### src/rtl/serial_frame_transmitter_if.sv
// rtl/serial_frame_transmitter_if.sv - load/ready word handshake plus serial line outputs
// The master side offers a word; the slave side owns the line, ready and done.
interface serial_frame_transmitter_if #(
  parameter int WIDTH = 8
);
  logic [WIDTH-1:0] data;
  logic             load;
  logic             ready;
  logic             serial_out;
  logic             done;

  modport master (
    output data,
    output load,
    input  ready,
    input  serial_out,
    input  done
  );

  modport slave (
    input  data,
    input  load,
    output ready,
    output serial_out,
    output done
  );
endinterface

### src/rtl/serial_frame_transmitter.sv
// rtl/serial_frame_transmitter.sv - start/data(LSB first)/optional even parity/stop serialiser
// Every bit is held for DIV clocks; all outputs are registered.
module serial_frame_transmitter #(
  parameter int WIDTH  = 8,
  parameter int DIV    = 4,
  parameter int PARITY = 0
) (
  input  logic                   clk,
  input  logic                   rst_n,
  serial_frame_transmitter_if.slave bus
);
  localparam int CW = (DIV > 1) ? $clog2(DIV) : 1;
  localparam int BW = (WIDTH > 1) ? $clog2(WIDTH) : 1;
  localparam logic [CW-1:0] DIV_LAST = CW'(DIV - 1);
  localparam logic [BW-1:0] BIT_LAST = BW'(WIDTH - 1);

  typedef enum logic [2:0] {
    S_IDLE,
    S_START,
    S_DATA,
    S_PARITY,
    S_STOP
  } state_t;

  state_t           state;
  logic [WIDTH-1:0] shreg;
  logic [WIDTH-1:0] shifted;
  logic [BW-1:0]    bit_cnt;
  logic [CW-1:0]    div_cnt;
  logic             parity_bit;
  logic             serial_q;
  logic             ready_q;
  logic             done_q;
  logic             bit_end;

  assign bit_end        = (div_cnt == DIV_LAST);
  assign shifted        = shreg >> 1;
  assign bus.serial_out = serial_q;
  assign bus.ready      = ready_q;
  assign bus.done       = done_q;

  always_ff @(posedge clk or negedge rst_n) begin
    if (!rst_n) begin
      state      <= S_IDLE;
      shreg      <= '0;
      bit_cnt    <= '0;
      div_cnt    <= '0;
      parity_bit <= 1'b0;
      serial_q   <= 1'b1;
      ready_q    <= 1'b1;
      done_q     <= 1'b0;
    end else begin
      done_q <= 1'b0;
      if (state != S_IDLE) begin
        div_cnt <= bit_end ? '0 : div_cnt + 1'b1;
      end
      case (state)
        S_IDLE: begin
          div_cnt <= '0;
          if (bus.load) begin
            shreg      <= bus.data;
            parity_bit <= ^bus.data;
            state      <= S_START;
            serial_q   <= 1'b0;
            ready_q    <= 1'b0;
          end
        end
        S_START: begin
          if (bit_end) begin
            state    <= S_DATA;
            bit_cnt  <= '0;
            serial_q <= shreg[0];
          end
        end
        S_DATA: begin
          if (bit_end) begin
            shreg <= shifted;
            if (bit_cnt == BIT_LAST) begin
              // Parity slot is skipped entirely when the parameter disables it.
              if (PARITY != 0) begin
                state    <= S_PARITY;
                serial_q <= parity_bit;
              end else begin
                state    <= S_STOP;
                serial_q <= 1'b1;
              end
            end else begin
              bit_cnt  <= bit_cnt + 1'b1;
              serial_q <= shifted[0];
            end
          end
        end
        S_PARITY: begin
          if (bit_end) begin
            state    <= S_STOP;
            serial_q <= 1'b1;
          end
        end
        S_STOP: begin
          if (bit_end) begin
            state    <= S_IDLE;
            serial_q <= 1'b1;
            ready_q  <= 1'b1;
            done_q   <= 1'b1;
          end
        end
        default: begin
          state    <= S_IDLE;
          serial_q <= 1'b1;
          ready_q  <= 1'b1;
        end
      endcase
    end
  end
endmodule

### src/flat_wrapper.sv
// flat-port wrapper written by rule: the top's interface ports become plain ports
module serial_frame_transmitter_flat 
#(
  parameter int WIDTH  = 8,
  parameter int DIV    = 4,
  parameter int PARITY = 0
)
  (clk, rst_n, bus_data, bus_load, bus_ready, bus_serial_out, bus_done);
  serial_frame_transmitter_if #(.WIDTH(WIDTH)) bus_i ();
  input  logic clk;
  input  logic rst_n;
  input wire logic [$bits(bus_i.data)-1:0] bus_data;
  input wire logic [$bits(bus_i.load)-1:0] bus_load;
  output wire logic [$bits(bus_i.ready)-1:0] bus_ready;
  output wire logic [$bits(bus_i.serial_out)-1:0] bus_serial_out;
  output wire logic [$bits(bus_i.done)-1:0] bus_done;
  assign bus_i.data = bus_data;
  assign bus_i.load = bus_load;
  assign bus_ready = bus_i.ready;
  assign bus_serial_out = bus_i.serial_out;
  assign bus_done = bus_i.done;
  serial_frame_transmitter #(.WIDTH(WIDTH), .DIV(DIV), .PARITY(PARITY)) u_core (.clk(clk), .rst_n(rst_n), .bus(bus_i));
endmodule
### config.mk
export PLATFORM = sky130hd
export DESIGN_NAME = serial_frame_transmitter_flat
export DESIGN_NICKNAME = d
export VERILOG_FILES = /design/src/rtl/serial_frame_transmitter_if.sv /design/src/rtl/serial_frame_transmitter.sv /design/src/flat_wrapper.sv
export SDC_FILE = /design/constraint.sdc
export NUM_CORES = 1
export LEC_CHECK = 0
export BUFFER_PORTS_ARGS = -buffer_cell sky130_fd_sc_hd__buf_2
export CAP_MARGIN = 20
export CORE_ASPECT_RATIO = 0.75
export CORE_MARGIN = 3
export CORE_UTILIZATION = 49
export DETAILED_ROUTE_END_ITERATION = 10
export GPL_TIMING_DRIVEN = 0
export PLACE_DENSITY = 0.81
export SYNTH_ARGS = -nofsm -noshare
export SYNTH_HDL_FRONTEND = slang
export SYNTH_SLANG_ARGS = --single-unit
### constraint.sdc
create_clock -name clk -period 1.8 [get_ports clk]
set_clock_uncertainty 0.2 [all_clocks]
set_input_delay 0.36 -clock clk [delete_from_list [all_inputs] [get_ports clk]]
set_output_delay 0.36 -clock clk [all_outputs]
set_load 0.01 [all_outputs]
==> flow_summary.yaml, run 1 <==
setup_path:
  arrival_ps: 1770
  path_class: "reg2reg"
  slowest_stage: "dfrtp_1"
  cp_cell_sequence: "ha_1 > ha_2 > nor3b_1 > o21ai_1 > mux2_2"
  cp_data_required_time_ps: 1800
  path_max_fanout: 5
  path_buf_inv: 0
  start_kind: "flop"
  crit_path_max_incr_delay_ps: 400
  path_delay_family: "flip-flops"
  end_kind: "flop"
floorplanning:
  boundaryPins: 14
  die_w_um: 57.5
  initial_core_util: 0.540
  design.core.area_um2: 1810
  placementRows: 13
  die_y_um: 44.6
  die_area_um2: 2570
logic_synthesis:
  yosysMostFrequentCell: "dfrtp_1"
  synth_largest_area_cell: "dfrtp_1"
  synth.avg_cell_area_um2: 12.2
  ys.warnings.count: 0
  synth.top_cell.area_share: 0.436
  yosys-top-cells-area: "dfrtp_1 (44%), mux2_2 (17%), dfstp_2 (5.4%)"
  ys.flop_type: "dfrtp_1"
  syn_inst: 80
  async_flop_share: 1.00
  synth-seq-cells: 19
  synth-seq-area-share: 0.490
  synth_common_cells: "dfrtp_1 (17), mux2_2 (15), a21oi_1 (4), nor2_1 (4)"
  synth_cell_types: 29
  syn_nets: 94
  synthesis.area_um2: 975
  synth_edf_count: 0
hold_path:
  hp-class: "in2reg"
layout:
  diodes: 0
  drive_gt1_frac: 0.495
  stdcell_area_um2: 1170
  syn_to_final_growth_pct: 20.3
  nNetsFinal: 120
placed_design:
  placed_area_um2: 1070
  dp_hpwl_mm: 1.27
  portBuffers: 13
  gp_congestion: 0.793
global_routing:
  grt_first_pass_wirelength_mm: 3.06
  gr-total-overflow: 0
  grt_usage: 0.162
  grt_antenna_before_repair: 0
  first_global_vias: 674
  grt_max_degree: 20
timing:
  tns_ps: 0
  worstMarginPinSlew_ps: 416
  setup_violations: 0
  hold_violations: 0
  finalMaxSlewViolations: 0
  period_minus_slack_ps: 1770
  fin_crit_sh: 0.983
  slew_headroom: 0.722
  max_clock_freq_mhz: 565
clock_tree:
  cts.sinks: 19
  cts_tree: "done"
  clockRootBuffer: "clkbuf_4"
  cts_made_buffers: 3
  clock_path_buffers: 2
  clk_latency_ps: 300
  htree_num_levels: 1
  clk_pin_slew_ps: 100
detailed_routing:
  num_vias: 693
  routedWlPerCell_um: 14.5
  routed_wl_mm: 1.84
  drc_errors: 0
  ant_nets: 0
  detail_route.vias_per_cell: 5.46
  drtPass1Iterations: 4
  dr.first_iter.drc_count: 14
outcome:
  status: "finished, final reports clean"
job:
  maxCapViolations: 0
power_and_ir_drop:
  p_leak_nw: 0.546
  power_density_nw_per_um2: 1630
  vdd_drop_max_mv: 0.964
state kept, by name, summed over array words and instances, names as in the netlist:
| register | count |
|---|---|
| u_core.bit_cnt | 3 |
| u_core.bus.ready | 1 |
| u_core.shreg | 8 |
| u_core.state | 3 |
| u_core.bus.serial_out | 1 |
| u_core.bus.done | 1 |
| u_core.div_cnt | 2 |
worst min-delay path: stages:
cell and delay, ps:
buf_2 80, nand3_1 70, o21ai_0 70
where the power goes:
group / leakage [nW] / internal (mW) / total (mW) / switching [mW]
Clock: 0.0150 / 0.0865 / 0.216 / 0.129
Sequential: 0.229 / 0.625 / 0.742 / 0.117
Combinational: 0.302 / 0.549 / 0.958 / 0.409
Total: 0.546 / 1.26 / 1.92 / 0.655
layout make-up:
cell class                      instances  area [um^2]
Tap cell                               22         27.5
Clock buffer                            4         26.3
Inverter                                2         7.51
Sequential cell                        19          480
Multi-Input combinational cell         55          470
Fill cell                             133          633
Timing Repair Buffer                   21          131
Buffer                                  4         28.8
path summary, 6_finish.rpt:
path                                   start                 to  slack, ps  cells after the start
setup reg to reg           u_core.bit_cnt[0]  u_core.bit_cnt[0]         30                      5
min in group asynchronous              rst_n    u_core.shreg[7]        320                      2
setup / recovery           u_core.bit_cnt[0]  u_core.bit_cnt[0]         30                      5
hold reg to reg            u_core.div_cnt[0]  u_core.div_cnt[0]        250                      1
hold / removal                   bus_data[7]    u_core.shreg[7]        110                      3
max in group asynchronous              rst_n   u_core.bus.ready        750                      2
routing by layer:
layer	share of wire	global-route usage
met4	0.011	0.0417
met3	0.045	0.0612
met1	0.46	0.202
met5	0	0
met2	0.48	0.268
what timing repair did:
action                                  4_1_cts  5_1_grt
endpoints found under the setup margin        8       11
resized for setup                             2        7
hold buffers                                  1        0
setup buffers                                 5        2
pin swaps                                     2        1
hold endpoints to repair                     17        0
logic make-up (layout without fill, tap and decap cells):
family	after synthesis	in the layout	share of synthesized area
AND/OR/NAND/NOR	20	20	0.137
flip-flops	19	19	0.490
multiplexers	18	18	0.204
AO/OA/AOI/OAI	14	14	0.0937
buffers and inverters	6	31	0.0359
adder cells (fa/ha/maj)	3	3	0.0385
per-stage QoR:
stage / hold slack (ps) / cells / setup WS [ps] / utilization / power (mW)
2_1_floorplan: -136 / 80 / 87.5 / - / 1.38
3_3_place_gp: 116 / 115 / -15.0 / 0.591 / 1.51
3_5_place_dp: 117 / 115 / -62.5 / 0.591 / 1.56
4_1_cts: 114 / 125 / 29.4 / 0.634 / 1.86
5_1_grt: 138 / 127 / -75.9 / 0.649 / 2.06
6_report: 109 / 127 / 30.5 / 0.649 / 1.92
cells in the final DEF, fill, tap and decap left out:
cell type,synthesis,routed
o22ai_1,2,2
clkbuf_4,0,3
dlygate4sd3_1,0,1
a2bb2oi_1,1,1
nor3b_1,1,1
buf_4,1,7
o21ai_1,0,1
o211a_1,1,1
a21oi_1,4,4
nand3_1,1,1
o211ai_1,1,1
nor3b_4,1,1
o21ai_0,3,2
dfstp_2,2,2
nor3_1,3,3
nor2_1,4,4
nor2b_1,3,3
nor3_4,1,1
mux2i_1,3,2
buf_6,1,2
clkbuf_2,0,1
clkbuf_1,1,1
inv_1,2,2
dfrtp_1,17,15
mux2_2,15,15
and3b_2,1,1
a22o_1,2,2
dfrtp_2,0,2
nand2_1,2,2
ha_1,3,1
ha_2,0,2
or3_1,1,1
buf_2,1,14
and3_1,1,1
mux2i_2,0,1
and2b_1,1,1
Power figures use the tool's default switching activity.
==> run 2: changes to the inputs <==
--- a/config.mk
+++ b/config.mk
@@ -5,14 +5,14 @@
 export SDC_FILE = /design/constraint.sdc
 export NUM_CORES = 1
 export LEC_CHECK = 0
-export BUFFER_PORTS_ARGS = -buffer_cell sky130_fd_sc_hd__buf_2
 export CAP_MARGIN = 20
 export CORE_ASPECT_RATIO = 0.75
 export CORE_MARGIN = 3
-export CORE_UTILIZATION = 49
+export CORE_UTILIZATION = 54
 export DETAILED_ROUTE_END_ITERATION = 10
+export DONT_BUFFER_PORTS = 1
 export GPL_TIMING_DRIVEN = 0
-export PLACE_DENSITY = 0.81
+export PLACE_DENSITY = 0.72
 export SYNTH_ARGS = -nofsm -noshare
 export SYNTH_HDL_FRONTEND = slang
 export SYNTH_SLANG_ARGS = --single-unit
==> run 2 against run 1 <==
  * Sequential share of layout area rose by 0.94 points
  * Non-clock buffer count is 12 lower
  * Worst hold slack worse by 69 ps
  * Via count fell by 3.0%
  * Setup slack better by 4.8 ps
  * Utilization is 7.1 points higher
  * Critical path depth did not move
  * Wire length is 1.4% higher
  * Clock power increased by 4%
  * Clock-buffer cell count is the same
  * Global-route usage grew 2.3 points
  * Largest cell class is now multi-input gates
==> flow_summary.yaml, run 2 (synthesis results as in run 1) <==
layout:
  reg_top3: "u_core.shreg (8), u_core.bit_cnt (3), u_core.state (3)"
  largest_reg_flops: 8
  layout_commonest_cell: "dfrtp_1"
  syn_to_final_growth_pct: 17.6
  layout_common_cells: "dfrtp_1 (15), mux2_2 (8), buf_4 (7), mux2_4 (7)"
  finish.utilization: 0.720
  diodes: 0
  drive_gt1_frac: 0.430
  regMostFlops: "u_core.shreg"
  nNetsFinal: 108
clock_tree:
  clockRootBuffer: "clkbuf_4"
  cts_tree: "done"
  clock_path_buffers: 2
  cts.sinks: 19
  clk_pin_slew_ps: 120
  cts_made_buffers: 3
  htree_num_levels: 1
  clk_latency_ps: 310
power_and_ir_drop:
  intPower_mw: 1.32
  total_power_mw: 2.00
  power_density_nw_per_um2: 1740
  pwr-share-seq: 0.379
  clock_power_share: 0.112
  power_switching_share: 0.341
  vdd_drop_max_mv: 1.17
  p_comb_frac: 0.509
  p_leak_nw: 0.527
  p_switching_mw: 0.681
floorplanning:
  design.core.area_um2: 1590
  boundaryPins: 14
  placementRows: 12
  die_w_um: 55.1
  die_area_um2: 2360
  die_y_um: 42.8
  initial_core_util: 0.612
setup_path:
  reg2regPathDepth: 5
  arrival_ps: 1760
  start_kind: "flop"
  path_max_fanout: 7
  r2r_slack_ps: 40
  cp_data_required_time_ps: 1790
  r2r_end: "u_core.shreg[2]"
  r2r-start: "u_core.state[1]"
  end_kind: "flop"
  path_class: "reg2reg"
global_routing:
  grt_max_degree: 20
  grt_first_pass_wirelength_mm: 3.08
  grt_usage: 0.186
  gr-total-overflow: 0
  first_global_vias: 715
  grt_antenna_before_repair: 0
timing:
  period_minus_slack_ps: 1760
  finalMaxSlewViolations: 0
  worstMarginPinSlew_ps: 873
  hold_violations: 0
  setup_violations: 0
  layout_setup_ws_ps: 35.3
  max_clock_freq_mhz: 567
  fin_crit_sh: 0.980
  tns_ps: 0
  rsz0062_at_grt: "true"
  slew_headroom: 0.416
outcome:
  status: "finished, final reports clean"
hold_path:
  hp-class: "in2reg"
  hold_start: "bus_load"
  whs_path_depth: 2
  min_to: "u_core.state[0]"
detailed_routing:
  ant_nets: 0
  drtPass1Iterations: 4
  routed_wl_mm: 1.86
  num_vias: 672
  drc_errors: 0
  routedWlPerCell_um: 16.4
  detail_route.vias_per_cell: 5.89
  dr.first_iter.drc_count: 9
placed_design:
  gp_congestion: 0.736
  portBuffers: 0
  dp_hpwl_mm: 1.23
  dp_slack_ps: -47.5
job:
  maxCapViolations: 0
## run 2: cell types whose count changed in the layout (fill, tap and decap cells not counted)
cell / change
buf_2: -13
mux2_2: -7
mux2_4: +7
buf_6: +1
ha_1: +1
ha_2: -1
nor3b_1: -1
nor3b_2: +1
## run 2: per-layer routing
| layer | global-route usage | share of wire | wire, um | up-vias |
|---|---|---|---|---|
| met3 | 0.0807 | 0.067 | 125 | 2 |
| met5 | 0 | 0 | 0 | - |
| met1 | 0.231 | 0.45 | 848 | 335 |
| met2 | 0.278 | 0.47 | 868 | 19 |
| li1 | - | - | - | 316 |
| met4 | 0.0728 | 0.012 | 22 | 0 |
## run 2: cell type report
cell class | instances | area, um^2
multi-input combinational | 55 | 499
sequential | 19 | 480
fill | 118 | 445
timing repair buffer | 9 | 77.6
buffer | 4 | 28.8
clock buffer | 4 | 26.3
tap | 21 | 26.3
inverter | 2 | 7.51
## run 2: worst max path at each step
stage                      start  cells after the start              end  slack (ps)
6_report         u_core.state[1]                      5  u_core.shreg[2]          40
2_1_floorplan    u_core.state[0]                      3  u_core.shreg[0]          90
3_3_place_gp     u_core.state[0]                      3  u_core.shreg[2]         -40
3_5_place_dp     u_core.state[0]                      3  u_core.shreg[2]         -50
4_1_cts        u_core.div_cnt[0]                      4  u_core.shreg[0]           7
5_1_grt          u_core.state[1]                      5  u_core.shreg[2]         -30
## run 2: per-stage QoR
stage / hold WS (ps) / area [um^2] / cells
5_1_grt: 28.9 / 1150 / 114
3_3_place_gp: -135 / 1000 / 101
4_1_cts: 35.8 / 1060 / 108
6_report: 40.4 / 1150 / 114
2_1_floorplan: -136 / 975 / 80
3_5_place_dp: -135 / 1000 / 101
## run 2: worst max-delay path: stages (launching register included)
cell and delay [ps]:
dfrtp_1 360, buf_6 130, nor3b_4 230, buf_6 140, mux2_2 330, mux2_4 260
## run 2: what timing repair did
item	CTS	global route
hold buffers	1	0
hold endpoints to repair	19	0
pin swaps	0	1
buffers inserted	2	6
gates resized for setup	2	15
setup endpoints to repair	10	11
## run 2: power groups by stage
stage / Sequential (mW) / Clock (mW) / Combinational, mW
final: 0.758 / 0.225 / 1.02
after global routing: 0.783 / 0.244 / 1.12
after CTS: 0.750 / 0.227 / 0.821
after detailed placement: 0.756 / 0 / 0.770
after global placement: 0.750 / 0 / 0.740
after floorplan: 0.728 / 0 / 0.656
